$ cat src/rtl/id_ex_stage.sv
// ID->EX pipeline register: captures decoded operands/control, detects load-use
// hazards, inserts bubbles, and forwards MEM/WB results into the EX operands.
module id_ex_stage #(
  parameter int XLEN   = 32,
  parameter int CTRL_W = 16
) (
  input  logic              clk_i,
  input  logic              rst_i,
  input  logic              id_valid_i,
  input  logic [XLEN-1:0]   id_pc_i,
  input  logic [4:0]        id_rs1_i,
  input  logic [4:0]        id_rs2_i,
  input  logic [XLEN-1:0]   id_rD1_i,
  input  logic [XLEN-1:0]   id_rD2_i,
  input  logic [XLEN-1:0]   id_ext_i,
  input  logic [4:0]        id_wR_i,
  input  logic              id_rf_we_i,
  input  logic              id_is_load_i,
  input  logic [CTRL_W-1:0] id_ctrl_i,
  input  logic              flush_i,
  input  logic              ex_hold_i,
  input  logic              mem_rf_we_i,
  input  logic [4:0]        mem_wR_i,
  input  logic [XLEN-1:0]   mem_wD_i,
  input  logic              wb_rf_we_i,
  input  logic [4:0]        wb_wR_i,
  input  logic [XLEN-1:0]   wb_wD_i,
  output logic              lu_stall_o,
  output logic              ex_valid_o,
  output logic [XLEN-1:0]   ex_pc_o,
  output logic [XLEN-1:0]   ex_ext_o,
  output logic [4:0]        ex_wR_o,
  output logic              ex_rf_we_o,
  output logic              ex_is_load_o,
  output logic [CTRL_W-1:0] ex_ctrl_o,
  output logic [XLEN-1:0]   ex_op1_o,
  output logic [XLEN-1:0]   ex_op2_o
);

  logic              valid_q, valid_d;
  logic [XLEN-1:0]   pc_q, pc_d, ext_q, ext_d, rD1_q, rD1_d, rD2_q, rD2_d;
  logic [4:0]        wR_q, wR_d, rs1_q, rs1_d, rs2_q, rs2_d;
  logic              rf_we_q, rf_we_d, is_load_q, is_load_d;
  logic [CTRL_W-1:0] ctrl_q, ctrl_d;

  logic lu_stall;
  logic wb_hit1, wb_hit2;
  logic mem_fw1, mem_fw2, wb_fw1, wb_fw2;

  // A frozen pipe cannot advance, so a hazard is irrelevant while held.
  assign lu_stall = id_valid_i & valid_q & is_load_q & rf_we_q & (wR_q != 5'd0) &
                    ((wR_q == id_rs1_i) | (wR_q == id_rs2_i)) & ~ex_hold_i;
  assign lu_stall_o = lu_stall;

  // Regfile is read-before-write: catch the value WB writes this same edge.
  assign wb_hit1 = wb_rf_we_i & (wb_wR_i != 5'd0) & (wb_wR_i == id_rs1_i);
  assign wb_hit2 = wb_rf_we_i & (wb_wR_i != 5'd0) & (wb_wR_i == id_rs2_i);

  always_comb begin
    valid_d   = valid_q;
    pc_d      = pc_q;
    ext_d     = ext_q;
    rD1_d     = rD1_q;
    rD2_d     = rD2_q;
    wR_d      = wR_q;
    rs1_d     = rs1_q;
    rs2_d     = rs2_q;
    rf_we_d   = rf_we_q;
    is_load_d = is_load_q;
    ctrl_d    = ctrl_q;
    if (ex_hold_i) begin
      // keep everything
    end else if (flush_i | lu_stall) begin
      valid_d   = 1'b0;
      pc_d      = '0;
      ext_d     = '0;
      rD1_d     = '0;
      rD2_d     = '0;
      wR_d      = '0;
      rs1_d     = '0;
      rs2_d     = '0;
      rf_we_d   = 1'b0;
      is_load_d = 1'b0;
      ctrl_d    = '0;
    end else begin
      valid_d   = id_valid_i;
      pc_d      = id_pc_i;
      ext_d     = id_ext_i;
      rD1_d     = wb_hit1 ? wb_wD_i : id_rD1_i;
      rD2_d     = wb_hit2 ? wb_wD_i : id_rD2_i;
      wR_d      = id_wR_i;
      rs1_d     = id_rs1_i;
      rs2_d     = id_rs2_i;
      rf_we_d   = id_rf_we_i & id_valid_i;
      is_load_d = id_is_load_i & id_valid_i;
      ctrl_d    = id_valid_i ? id_ctrl_i : '0;
    end
  end

  always_ff @(posedge clk_i) begin
    if (rst_i) begin
      valid_q   <= 1'b0;
      pc_q      <= '0;
      ext_q     <= '0;
      rD1_q     <= '0;
      rD2_q     <= '0;
      wR_q      <= '0;
      rs1_q     <= '0;
      rs2_q     <= '0;
      rf_we_q   <= 1'b0;
      is_load_q <= 1'b0;
      ctrl_q    <= '0;
    end else begin
      valid_q   <= valid_d;
      pc_q      <= pc_d;
      ext_q     <= ext_d;
      rD1_q     <= rD1_d;
      rD2_q     <= rD2_d;
      wR_q      <= wR_d;
      rs1_q     <= rs1_d;
      rs2_q     <= rs2_d;
      rf_we_q   <= rf_we_d;
      is_load_q <= is_load_d;
      ctrl_q    <= ctrl_d;
    end
  end

  // MEM is younger than WB, so it wins when both target the same register.
  assign mem_fw1 = mem_rf_we_i & (mem_wR_i != 5'd0) & (mem_wR_i == rs1_q);
  assign mem_fw2 = mem_rf_we_i & (mem_wR_i != 5'd0) & (mem_wR_i == rs2_q);
  assign wb_fw1  = wb_rf_we_i  & (wb_wR_i  != 5'd0) & (wb_wR_i  == rs1_q);
  assign wb_fw2  = wb_rf_we_i  & (wb_wR_i  != 5'd0) & (wb_wR_i  == rs2_q);

  assign ex_op1_o = mem_fw1 ? mem_wD_i : (wb_fw1 ? wb_wD_i : rD1_q);
  assign ex_op2_o = mem_fw2 ? mem_wD_i : (wb_fw2 ? wb_wD_i : rD2_q);

  assign ex_valid_o   = valid_q;
  assign ex_pc_o      = pc_q;
  assign ex_ext_o     = ext_q;
  assign ex_wR_o      = wR_q;
  assign ex_rf_we_o   = rf_we_q & valid_q;
  assign ex_is_load_o = is_load_q & valid_q;
  assign ex_ctrl_o    = valid_q ? ctrl_q : '0;

endmodule

$ cat config.mk
export PLATFORM = sky130hd
export DESIGN_NAME = id_ex_stage
export DESIGN_NICKNAME = d
export VERILOG_FILES = /design/src/rtl/id_ex_stage.sv
export SDC_FILE = /design/constraint.sdc
export NUM_CORES = 1
export LEC_CHECK = 0
export BUFFER_PORTS_ARGS = -buffer_cell sky130_fd_sc_hd__buf_4
export CORE_MARGIN = 4
export CORE_UTILIZATION = 38
export CTS_CLUSTER_DIAMETER = 200
export DETAILED_ROUTE_END_ITERATION = 10
export MAX_ROUTING_LAYER = met4
export PLACE_DENSITY = 0.67
export SLEW_MARGIN = 20
export SYNTH_ARGS = -nofsm -noshare
export SYNTH_HDL_FRONTEND = slang
export SYNTH_SLANG_ARGS = --single-unit
$ cat constraint.sdc
create_clock -name clk_i -period 2.8 [get_ports clk_i]
set_clock_uncertainty 0.15 [all_clocks]
set_input_delay 0 -clock clk_i [delete_from_list [all_inputs] [get_ports clk_i]]
set_output_delay 0 -clock clk_i [all_outputs]
set_load 0.02 [all_outputs]
==> flow_metrics.py, run 1 <==
metrics = {
    "synth": {
        "yosysSeqAreaShare_pct": 37.5,
        "synth_enable_flop_cells": 0,
        "synth_area_leaders": "dfxtp_1 (38%), mux2i_1 (17%), nand2_1 (9.1%)",
        "synth_flop_cell": "dfxtp_1",
        "synth_warnings": 0,
        "synth_top_area_share_pct": 37.5,
        "ys_seq_elements": 162,
        "synth_top_cell_by_area": "dfxtp_1",
        "yosysUniqueCellTypes": 28,
        "ys_async_sr_fraction_pct": 0,
        "synth_cells": 1018,
        "syn_area_um2": 8640,
        "syn_area_per_cell_um2": 8.49,
        "syn_nets": 1260,
    },
    "sta": {
        "rsz0062_at_grt": "no",
        "final.setup.tns_ns": 0,
        "tightest_slew_ns": 0.902,
        "setup_viol": 0,
        "period_share_pct": 92.6,
        "max_freq_mhz": 386,
        "slew_violations": 0,
        "period_minus_slack_ns": 2.59,
        "max-slew-margin-rel_pct": 39.8,
        "hold_viol": 0,
    },
    "floorplan": {
        "start_util_pct": 39.1,
        "num_rows": 54,
        "die_width_um": 159,
        "core-area_um2": 22100,
        "die_y_um": 159,
        "boundaryPins": 395,
        "die_area_um2": 25200,
    },
    "drt": {
        "vias": 10300,
        "first_pass_iters": 5,
        "ant_nets": 0,
        "avgRoutedWirePerCell_um": 19.2,
        "drc_errors": 0,
        "drt_iter0_drc": 832,
        "routed_wl_um": 36100,
        "vias_per_cell": 5.46,
    },
    "power_and_ir_drop": {
        "power_density_nw_per_um2": 438,
        "p_total_mw": 6.47,
        "p_seq_share_pct": 38.0,
        "swShare_pct": 27.7,
        "p_comb_share_pct": 22.3,
        "leakagePower_nw": 5.84,
        "p_switching_mw": 1.79,
        "clkPwrFrac_pct": 39.7,
        "max-vdd-ir-drop_mv": 0.389,
        "internal-power_mw": 4.68,
    },
    "worst_setup_path": {
        "rr_endpoint": "ex_pc_o[9]",
        "critical_path_class": "register to register",
        "r2r_slack_ns": 0.21,
        "r2r_start": "ex_valid_o",
        "worstPathRequired_ns": 2.96,
        "critPathMaxFanout": 38,
        "start_kind": "register",
        "crit_arrival_ns": 2.76,
        "reg2reg_depth": 8,
        "critPathCaptureType": "register",
    },
    "finish": {
        "final_common_cell": "buf_4",
        "layout-drive-gt1-share_pct": 28.6,
        "final_cell_mix": "buf_4 (409), dlygate4sd3_1 (243), nand2_1 (208), dfxtp_1 (162), mux2i_1 (146)",
        "area_growth_pct": 70.8,
        "fin_area_um2": 14800,
        "layout.nets": 1829,
    },
    "hold_path": {
        "min_to": "ctrl_q[3]",
        "hp-start": "flush_i",
        "hold_path_depth": 5,
        "hold_class": "input pin to register",
    },
    "cts": {
        "clock-sinks": 162,
        "cts-buffers-inserted": 17,
        "cts-root-buf": "clkbuf_16",
        "cts.repair.resized": 0,
        "cts_max_path_buffers": 2,
        "cts_tree": "done",
        "cts_setup_buffers": 0,
        "cts_hold_buf": 243,
        "clk_pin_slew_ns": 0.07,
        "clock_latency_ns": 0.42,
        "htreeDepth": 4,
    },
    "placed_design": {
        "place_congestion": 0.865,
        "port_buffers": 394,
        "dp_hpwl_um": 22400,
        "placed_cell_area_um2": 11700,
    },
    "outcome": {
        "status": "finished clean",
    },
    "global_route": {
        "track_usage_pct": 28.3,
        "grt_antenna_before_repair": 2,
        "grt_pass1_vias": 10700,
        "globalRouteOverflowTotal": 0,
        "grt_pass1_wl_um": 57800,
        "grt_max_degree": 163,
    },
    "run": {
        "max_cap_viol_count": 0,
    },
}
[cells in the mapped netlist (all sizes together), types with 2 or more instances]
| cell | n |
|---|---|
| xor2 | 22 |
| clkbuf | 75 |
| a211oi | 18 |
| nor4 | 6 |
| xnor2 | 18 |
| o32ai | 64 |
| nor2 | 3 |
| nor3 | 2 |
| and2 | 18 |
| buf | 32 |
| o21ai | 68 |
| o22ai | 80 |
| dfxtp | 162 |
| nand3 | 86 |
| or4 | 3 |
| mux2i | 146 |
| inv | 2 |
| nand2 | 209 |
[state kept, by name (all words and copies together) (netlist names)]
register	flops
ctrl_q	16
ex_ext_o	32
ex_pc_o	32
ex_valid_o	1
ex_wR_o	5
is_load_q	1
rD1_q	32
rD2_q	32
rf_we_q	1
rs1_q	5
rs2_q	5
[final cells by class]
cell class	count	area, µm²
inverters	2	7.51
multi-input cells	747	4910
flip-flops and latches	162	3240
well taps	280	350
repair buffers	657	5600
clock inverters	14	211
clock buffers	18	429
fillers	1730	7340
diodes	2	5.00
[metal layers]
metal	global-route usage (%)	vias up	share of wire, %
met2	46.7	465	49
li1	-	4837	-
met3	6.66	89	7.0
met1	33.6	4894	40
met4	11.4	0	3.6
met5	-	-	0
[logic make-up (layout without fill, tap and decap cells)]
family	count (synthesis)	after routing	share of synthesized area, %
AND/OR/NAND/NOR	329	329	17.4
multiplexers	146	146	16.9
AO/OA/AOI/OAI	232	232	18.1
buffers and inverters	109	691	6.05
other	0	2	0
XOR/XNOR	40	40	4.05
flip-flops	162	162	37.5
[power groups by stage]
stage / combinational [mW] / sequential (mW) / clock (mW)
5_1_grt: 1.54 / 2.47 / 2.72
4_1_cts: 1.42 / 2.46 / 2.62
3_5_place_dp: 1.14 / 2.51 / 0
3_3_place_gp: 1.13 / 2.50 / 0
6_report: 1.44 / 2.46 / 2.57
2_1_floorplan: 0.522 / 2.54 / 0
[worst max-delay path: stages (launching register included)]
cell and delay [ns]:
dfxtp_1 0.31, buf_4 0.21, and2_1 0.17, and4_1 0.20, o21ai_1 0.13, o21bai_4 0.18, buf_4 0.42, o22ai_1 0.12
dlygate4sd3_1 0.59
[worst max-delay path by stage]
stage	depth (start not counted)	endpoint	slack [ns]	from
final	8	ex_pc_o[9]	0.21	ex_valid_o
after floorplan	8	ex_ext_o[3]	0.62	ex_valid_o
after global placement	5	rD2_q[16]	0.70	ex_wR_o[0]
after global routing	8	ex_pc_o[9]	0.07	ex_valid_o
after CTS	8	ex_pc_o[9]	0.22	ex_valid_o
after detailed placement	5	rD1_q[16]	0.60	ex_wR_o[0]
[stage by stage]
| step | setup WS (ns) | std cells | utilization [%] | hold WS (ns) |
|---|---|---|---|---|
| global route | 0.0657 | 1882 | 66.8 | 0.0268 |
| global placement | 0.699 | 1605 | 52.9 | 0.123 |
| detailed placement | 0.598 | 1605 | 52.9 | 0.146 |
| CTS | 0.216 | 1880 | 66.8 | 0.000787 |
| floorplan | 0.617 | 1018 | - | 0.0169 |
| finish | 0.207 | 1882 | 66.8 | 0.00969 |
Power figures use the tool's default switching activity.
==> run 2: changes to the inputs <==
--- a/config.mk
+++ b/config.mk
@@ -8,6 +8,7 @@
 export BUFFER_PORTS_ARGS = -buffer_cell sky130_fd_sc_hd__buf_4
 export CORE_MARGIN = 4
 export CORE_UTILIZATION = 38
+export CTS_BUF_LIST = sky130_fd_sc_hd__clkbuf_16
 export CTS_CLUSTER_DIAMETER = 200
 export DETAILED_ROUTE_END_ITERATION = 10
 export MAX_ROUTING_LAYER = met4
==> run 2 against run 1 <==
Net effect: clock power about the same; highest routed layer unchanged; sequential cell count unchanged; critical endpoint unchanged; sequential power about the same; largest power group unchanged; critical path type unchanged; final cell count unchanged; non-clock buffer count unchanged; maximum frequency down 0.18%.
==> flow_metrics.py, run 2 (same netlist as run 1, synthesis figures left out) <==
metrics = {
    "drt": {
        "routed_wl_um": 36100,
        "vias": 10300,
        "vias_per_cell": 5.46,
        "avgRoutedWirePerCell_um": 19.2,
        "top_layer_used": "met4",
        "wl_met2_um": 17700,
        "drc_errors": 0,
        "first_pass_iters": 6,
        "drt_iter0_drc": 809,
        "ant_nets": 0,
        "wl_met3_um": 2500,
        "met1_length_um": 14600,
    },
    "sta": {
        "setup_ws_ns": 0.203,
        "max_freq_mhz": 385,
        "hold_viol": 0,
        "final.setup.tns_ns": 0,
        "max-slew-margin-rel_pct": 39.1,
        "period_share_pct": 92.8,
        "tightest_slew_ns": 0.914,
        "slew_violations": 0,
        "fin_hold_ws_ns": 0.00847,
        "rsz0062_at_grt": "no",
        "setup_viol": 0,
        "period_minus_slack_ns": 2.60,
    },
    "finish": {
        "area_growth_pct": 70.8,
        "fin_area_um2": 14800,
        "final_cell_mix": "buf_4 (409), dlygate4sd3_1 (243), nand2_1 (208), dfxtp_1 (162), mux2i_1 (146)",
        "final_common_cell": "buf_4",
        "final_util_pct": 66.8,
        "layout-drive-gt1-share_pct": 28.6,
        "layout.nets": 1829,
        "instances_no_fill": 1882,
    },
    "global_route": {
        "globalRouteOverflowTotal": 0,
        "grt_pass1_wl_um": 57800,
        "track_usage_pct": 28.3,
        "grt_antenna_before_repair": 2,
        "grt_max_degree": 163,
        "grt_pass1_vias": 10700,
    },
    "cts": {
        "cts_setup_buffers": 0,
        "clock_latency_ns": 0.42,
        "cts-buffers-inserted": 17,
        "clk_pin_slew_ns": 0.07,
        "htreeDepth": 4,
        "clock-sinks": 162,
        "cts_tree": "done",
        "cts_max_path_buffers": 2,
        "cts-root-buf": "clkbuf_16",
        "cts_hold_buf": 243,
        "cts.repair.resized": 0,
    },
    "power_and_ir_drop": {
        "power_density_nw_per_um2": 438,
        "leakagePower_nw": 5.85,
        "max-vdd-ir-drop_mv": 0.389,
        "p_total_mw": 6.47,
    },
    "floorplan": {
        "die_area_um2": 25200,
        "start_util_pct": 39.1,
        "core-area_um2": 22100,
        "die_y_um": 159,
        "die_width_um": 159,
        "num_rows": 54,
        "boundaryPins": 395,
    },
    "worst_setup_path": {
        "crit_arrival_ns": 2.76,
        "critical_path_class": "register to register",
        "start_kind": "register",
        "worstPathRequired_ns": 2.96,
        "critPathCaptureType": "register",
        "critPathMaxFanout": 38,
    },
    "placed_design": {
        "dp_hpwl_um": 22400,
        "place_inst": 1605,
        "place_congestion": 0.865,
        "port_buffers": 394,
        "dpl_worst_slack_ns": 0.598,
        "placed_cell_area_um2": 11700,
    },
    "run": {
        "max_cap_viol_count": 0,
    },
    "outcome": {
        "status": "finished clean",
    },
    "hold_path": {
        "hold_class": "input pin to register",
    },
}
[run 2: layer usage]
| metal | track usage (%) | vias to the layer above |
|---|---|---|
| li1 | - | 4835 |
| met1 | 33.6 | 4904 |
| met2 | 46.7 | 455 |
| met3 | 6.66 | 91 |
| met4 | 11.4 | 0 |
| met5 | - | - |
[run 2: critical path: stages (launching register included)]
cell           delay [ns]
dfxtp_1              0.31
buf_4                0.21
and2_1               0.17
and4_1               0.20
o21ai_1              0.13
o21bai_4             0.18
buf_4                0.42
o22ai_1              0.12
dlygate4sd3_1        0.59
[run 2: area by class of cell]
cell class | instances | area [µm²]
clock buffers | 17 | 425
repair buffers | 657 | 5600
flip-flops and latches | 162 | 3240
fillers | 1730 | 7340
multi-input cells | 747 | 4910
well taps | 280 | 350
clock inverters | 15 | 215
inverters | 2 | 7.51
diodes | 2 | 5.00
[run 2: report_power, final]
part | total [mW] | switching [mW] | internal, mW
combinational | 1.44 | 0.686 | 0.756
sequential | 2.46 | 0.0607 | 2.40
clock | 2.57 | 1.05 | 1.52
[run 2: path summary, 6_finish.rpt]
path,from,slack (ns),depth (start not counted),endpoint
worst max-delay path,ex_valid_o,0.20,8,ex_pc_o[9]
worst min-delay path,flush_i,0.008,5,ctrl_q[3]
worst max register to register,ex_valid_o,0.20,8,ex_pc_o[9]
worst min register to register,ex_ext_o[11],0.32,2,ex_ext_o[11]
==> run 3: changes to the inputs <==
--- a/config.mk
+++ b/config.mk
@@ -5,6 +5,7 @@
 export SDC_FILE = /design/constraint.sdc
 export NUM_CORES = 1
 export LEC_CHECK = 0
+export ABC_AREA = 1
 export BUFFER_PORTS_ARGS = -buffer_cell sky130_fd_sc_hd__buf_4
 export CORE_MARGIN = 4
 export CORE_UTILIZATION = 38
@@ -12,7 +13,8 @@
 export CTS_CLUSTER_DIAMETER = 200
 export DETAILED_ROUTE_END_ITERATION = 10
 export MAX_ROUTING_LAYER = met4
-export PLACE_DENSITY = 0.67
+export PLACE_DENSITY = 0.65
+export REMOVE_ABC_BUFFERS = 1
 export SLEW_MARGIN = 20
 export SYNTH_ARGS = -nofsm -noshare
 export SYNTH_HDL_FRONTEND = slang
==> run 3 against run 2 <==
Net effect: core utilization fell by 3.6 points; final cell count is 34% higher; global-route usage up 1.1 points; count of clock-buffer cells in the layout is the same; register-to-register slack gained 0.11 ns; sequential share of layout area down 1.8 points; worst hold slack better by 0.0083 ns; critical path type is now register to output pin.
==> flow_metrics.py, run 3 <==
metrics = {
    "worst_setup_path": {
        "reg2reg_depth": 12,
        "critPathCaptureType": "output pin",
        "start_kind": "register",
        "cpPeakStageDelay_ns": 0.41,
        "path_buf_inv": 2,
        "critPathMaxFanout": 31,
        "cp_cell_sequence": "xnor2_1 > nand2_1 > nor3_1 > nand3_4 > buf_12 > a31oi_1 > buf_4",
        "worstPathRequired_ns": 2.65,
        "cp_top_family": "simple AND/OR/NAND/NOR gates",
        "cp_num_cells": 7,
        "critical_path_class": "register to output pin",
        "worst_path_max_delay_cell": "dfxtp_1",
        "crit_arrival_ns": 2.44,
        "r2r_slack_ns": 0.31,
    },
    "sta": {
        "max_freq_mhz": 386,
        "hold_viol": 0,
        "max-slew-margin-rel_pct": 29.1,
        "slew_violations": 0,
        "rsz0062_at_grt": "no",
        "tightest_slew_ns": 1.06,
        "period_minus_slack_ns": 2.59,
        "setup_viol": 0,
        "period_share_pct": 92.6,
    },
    "drt": {
        "ant_nets": 0,
        "first_pass_iters": 7,
        "drt_iter0_drc": 1176,
        "routed_wl_um": 43300,
        "drc_errors": 0,
        "avgRoutedWirePerCell_um": 17.1,
        "vias": 13200,
        "vias_per_cell": 5.21,
    },
    "floorplan": {
        "die_area_um2": 28700,
        "start_util_pct": 39.0,
        "num_rows": 58,
        "boundaryPins": 395,
        "die_y_um": 169,
        "core-area_um2": 25400,
        "die_width_um": 169,
    },
    "synth": {
        "ys_async_sr_fraction_pct": 0,
        "synth_enable_flop_cells": 0,
        "synth_warnings": 0,
        "yosysMostFrequentCell": "nand2_1",
        "synth_top_cells_by_count": "nand2_1 (435), nor2_1 (268), inv_1 (183)",
        "synth_area_leaders": "dfxtp_1 (33%), nand2_1 (16%), nand4_1 (10%)",
        "syn_area_um2": 9900,
        "ys_seq_elements": 162,
        "synth_top_cell_by_area": "dfxtp_1",
        "syn_area_per_cell_um2": 6.07,
        "yosysSeqAreaShare_pct": 32.7,
        "synth_top_area_share_pct": 32.7,
        "yosysUniqueCellTypes": 26,
        "synth_cells": 1632,
        "synth_flop_cell": "dfxtp_1",
    },
    "cts": {
        "cts-root-buf": "clkbuf_16",
        "clock-sinks": 162,
        "htreeDepth": 4,
        "clk_pin_slew_ns": 0.07,
        "clock_latency_ns": 0.43,
        "cts_tree": "done",
        "cts_setup_buffers": 0,
        "cts_max_path_buffers": 2,
        "cts-buffers-inserted": 17,
    },
    "global_route": {
        "grt_pass1_wl_um": 67100,
        "track_usage_pct": 29.4,
        "globalRouteOverflowTotal": 0,
        "grt_max_degree": 99,
        "grt_antenna_before_repair": 0,
        "grt_pass1_vias": 12700,
    },
    "power_and_ir_drop": {
        "p_total_mw": 6.51,
        "leakagePower_nw": 8.09,
        "max-vdd-ir-drop_mv": 0.383,
        "power_density_nw_per_um2": 406,
    },
    "placed_design": {
        "port_buffers": 394,
        "place_inst": 2250,
        "place_congestion": 0.890,
        "placed_cell_area_um2": 13000,
        "dp_hpwl_um": 27100,
    },
    "finish": {
        "instances_no_fill": 2527,
        "register_area_um2": 3240,
        "final_common_cell": "nand2_1",
        "layout.nets": 2425,
        "fin_area_um2": 16100,
        "final_cell_mix": "nand2_1 (435), buf_4 (417), nor2_1 (268), dlygate4sd3_1 (244), inv_1 (183)",
        "fill_cells": 2293,
        "area_growth_pct": 62.1,
        "multiInputGateArea_um2": 5370,
        "layout-drive-gt1-share_pct": 21.7,
    },
    "hold_path": {
        "hold_path_depth": 7,
        "hold_class": "input pin to register",
    },
    "outcome": {
        "status": "finished clean",
    },
    "run": {
        "max_cap_viol_count": 0,
    },
}
## run 3: changes by cell type after synthesis, sizes merged, moves of 67 or more
cell,change
nand2,+229
mux2i,-146
o21ai,-67
a21oi,+98
nor2,+270
inv,+185
nand4,+164
o22ai,-80
## run 3: path summary, 6_finish.rpt
check	from	endpoint
min reg2reg	ex_ext_o[11]	ex_ext_o[11]
max reg2reg	ex_wR_o[3]	rD1_q[29]
min	wb_wD_i[23]	rD2_q[23]
max	rs1_q[0]	ex_op1_o[20]
## run 3: final cells by class
cell class	count	share of cell area (%)
inverters	187	4.37
well taps	330	2.57
clock inverters	15	1.17
repair buffers	668	35.6
clock buffers	17	2.65
flip-flops and latches	162	20.2
diodes	1	0.0156
multi-input cells	1147	33.4
## run 3: routing by layer
metal / track usage (%) / up-vias / share of wire, %
li1: - / 6350 / -
met5: - / - / 0
met4: 11.9 / 0 / 3.9
met1: 34.7 / 6013 / 39
met3: 8.01 / 113 / 9.9
met2: 47.7 / 681 / 47
## run 3: kinds of logic (layout without fill, tap and decap cells)
family / Yosys count / after routing / synth area share [%]
compound gates: 163 / 163 / 9.05
xor+xnor: 28 / 28 / 2.48
buf+inv: 323 / 887 / 13.7
flops: 162 / 162 / 32.7
other cells: 0 / 1 / 0
simple gates: 956 / 956 / 42.0
## run 3: tightest hold or removal path: cells and delay by family
family	cells	cell delay, ns
buf+inv	2	0.21
simple gates	5	0.33
## run 3: stage by stage
step                      utilization, %  TNS, ns  hold WS [ns]  worst slack [ns]
final                               63.2        0        0.0168             0.207
after global placement              51.1        0         0.138             0.451
after global routing                63.2        0        0.0923            0.0236
after floorplan                        -   -19.82       -0.0809            -0.310
after CTS                           63.1        0       0.00348            0.0988
after detailed placement            51.1        0         0.145             0.438
## run 3: repair_timing
item                                    CTS  global route
endpoints found under the setup margin    1            32
pin swaps                                 0             0
gates cloned                              0             0
hold endpoints to repair                162             0
hold buffers                            244             0
gates resized for setup                   1             2
## run 3: power breakdown
part / switching, mW / leakage, nW / internal, mW
clock: 1.16 / 0.294 / 1.29
combinational: 0.844 / 6.47 / 0.772
sequential: 0.0547 / 1.32 / 2.39
total: 2.06 / 8.09 / 4.45
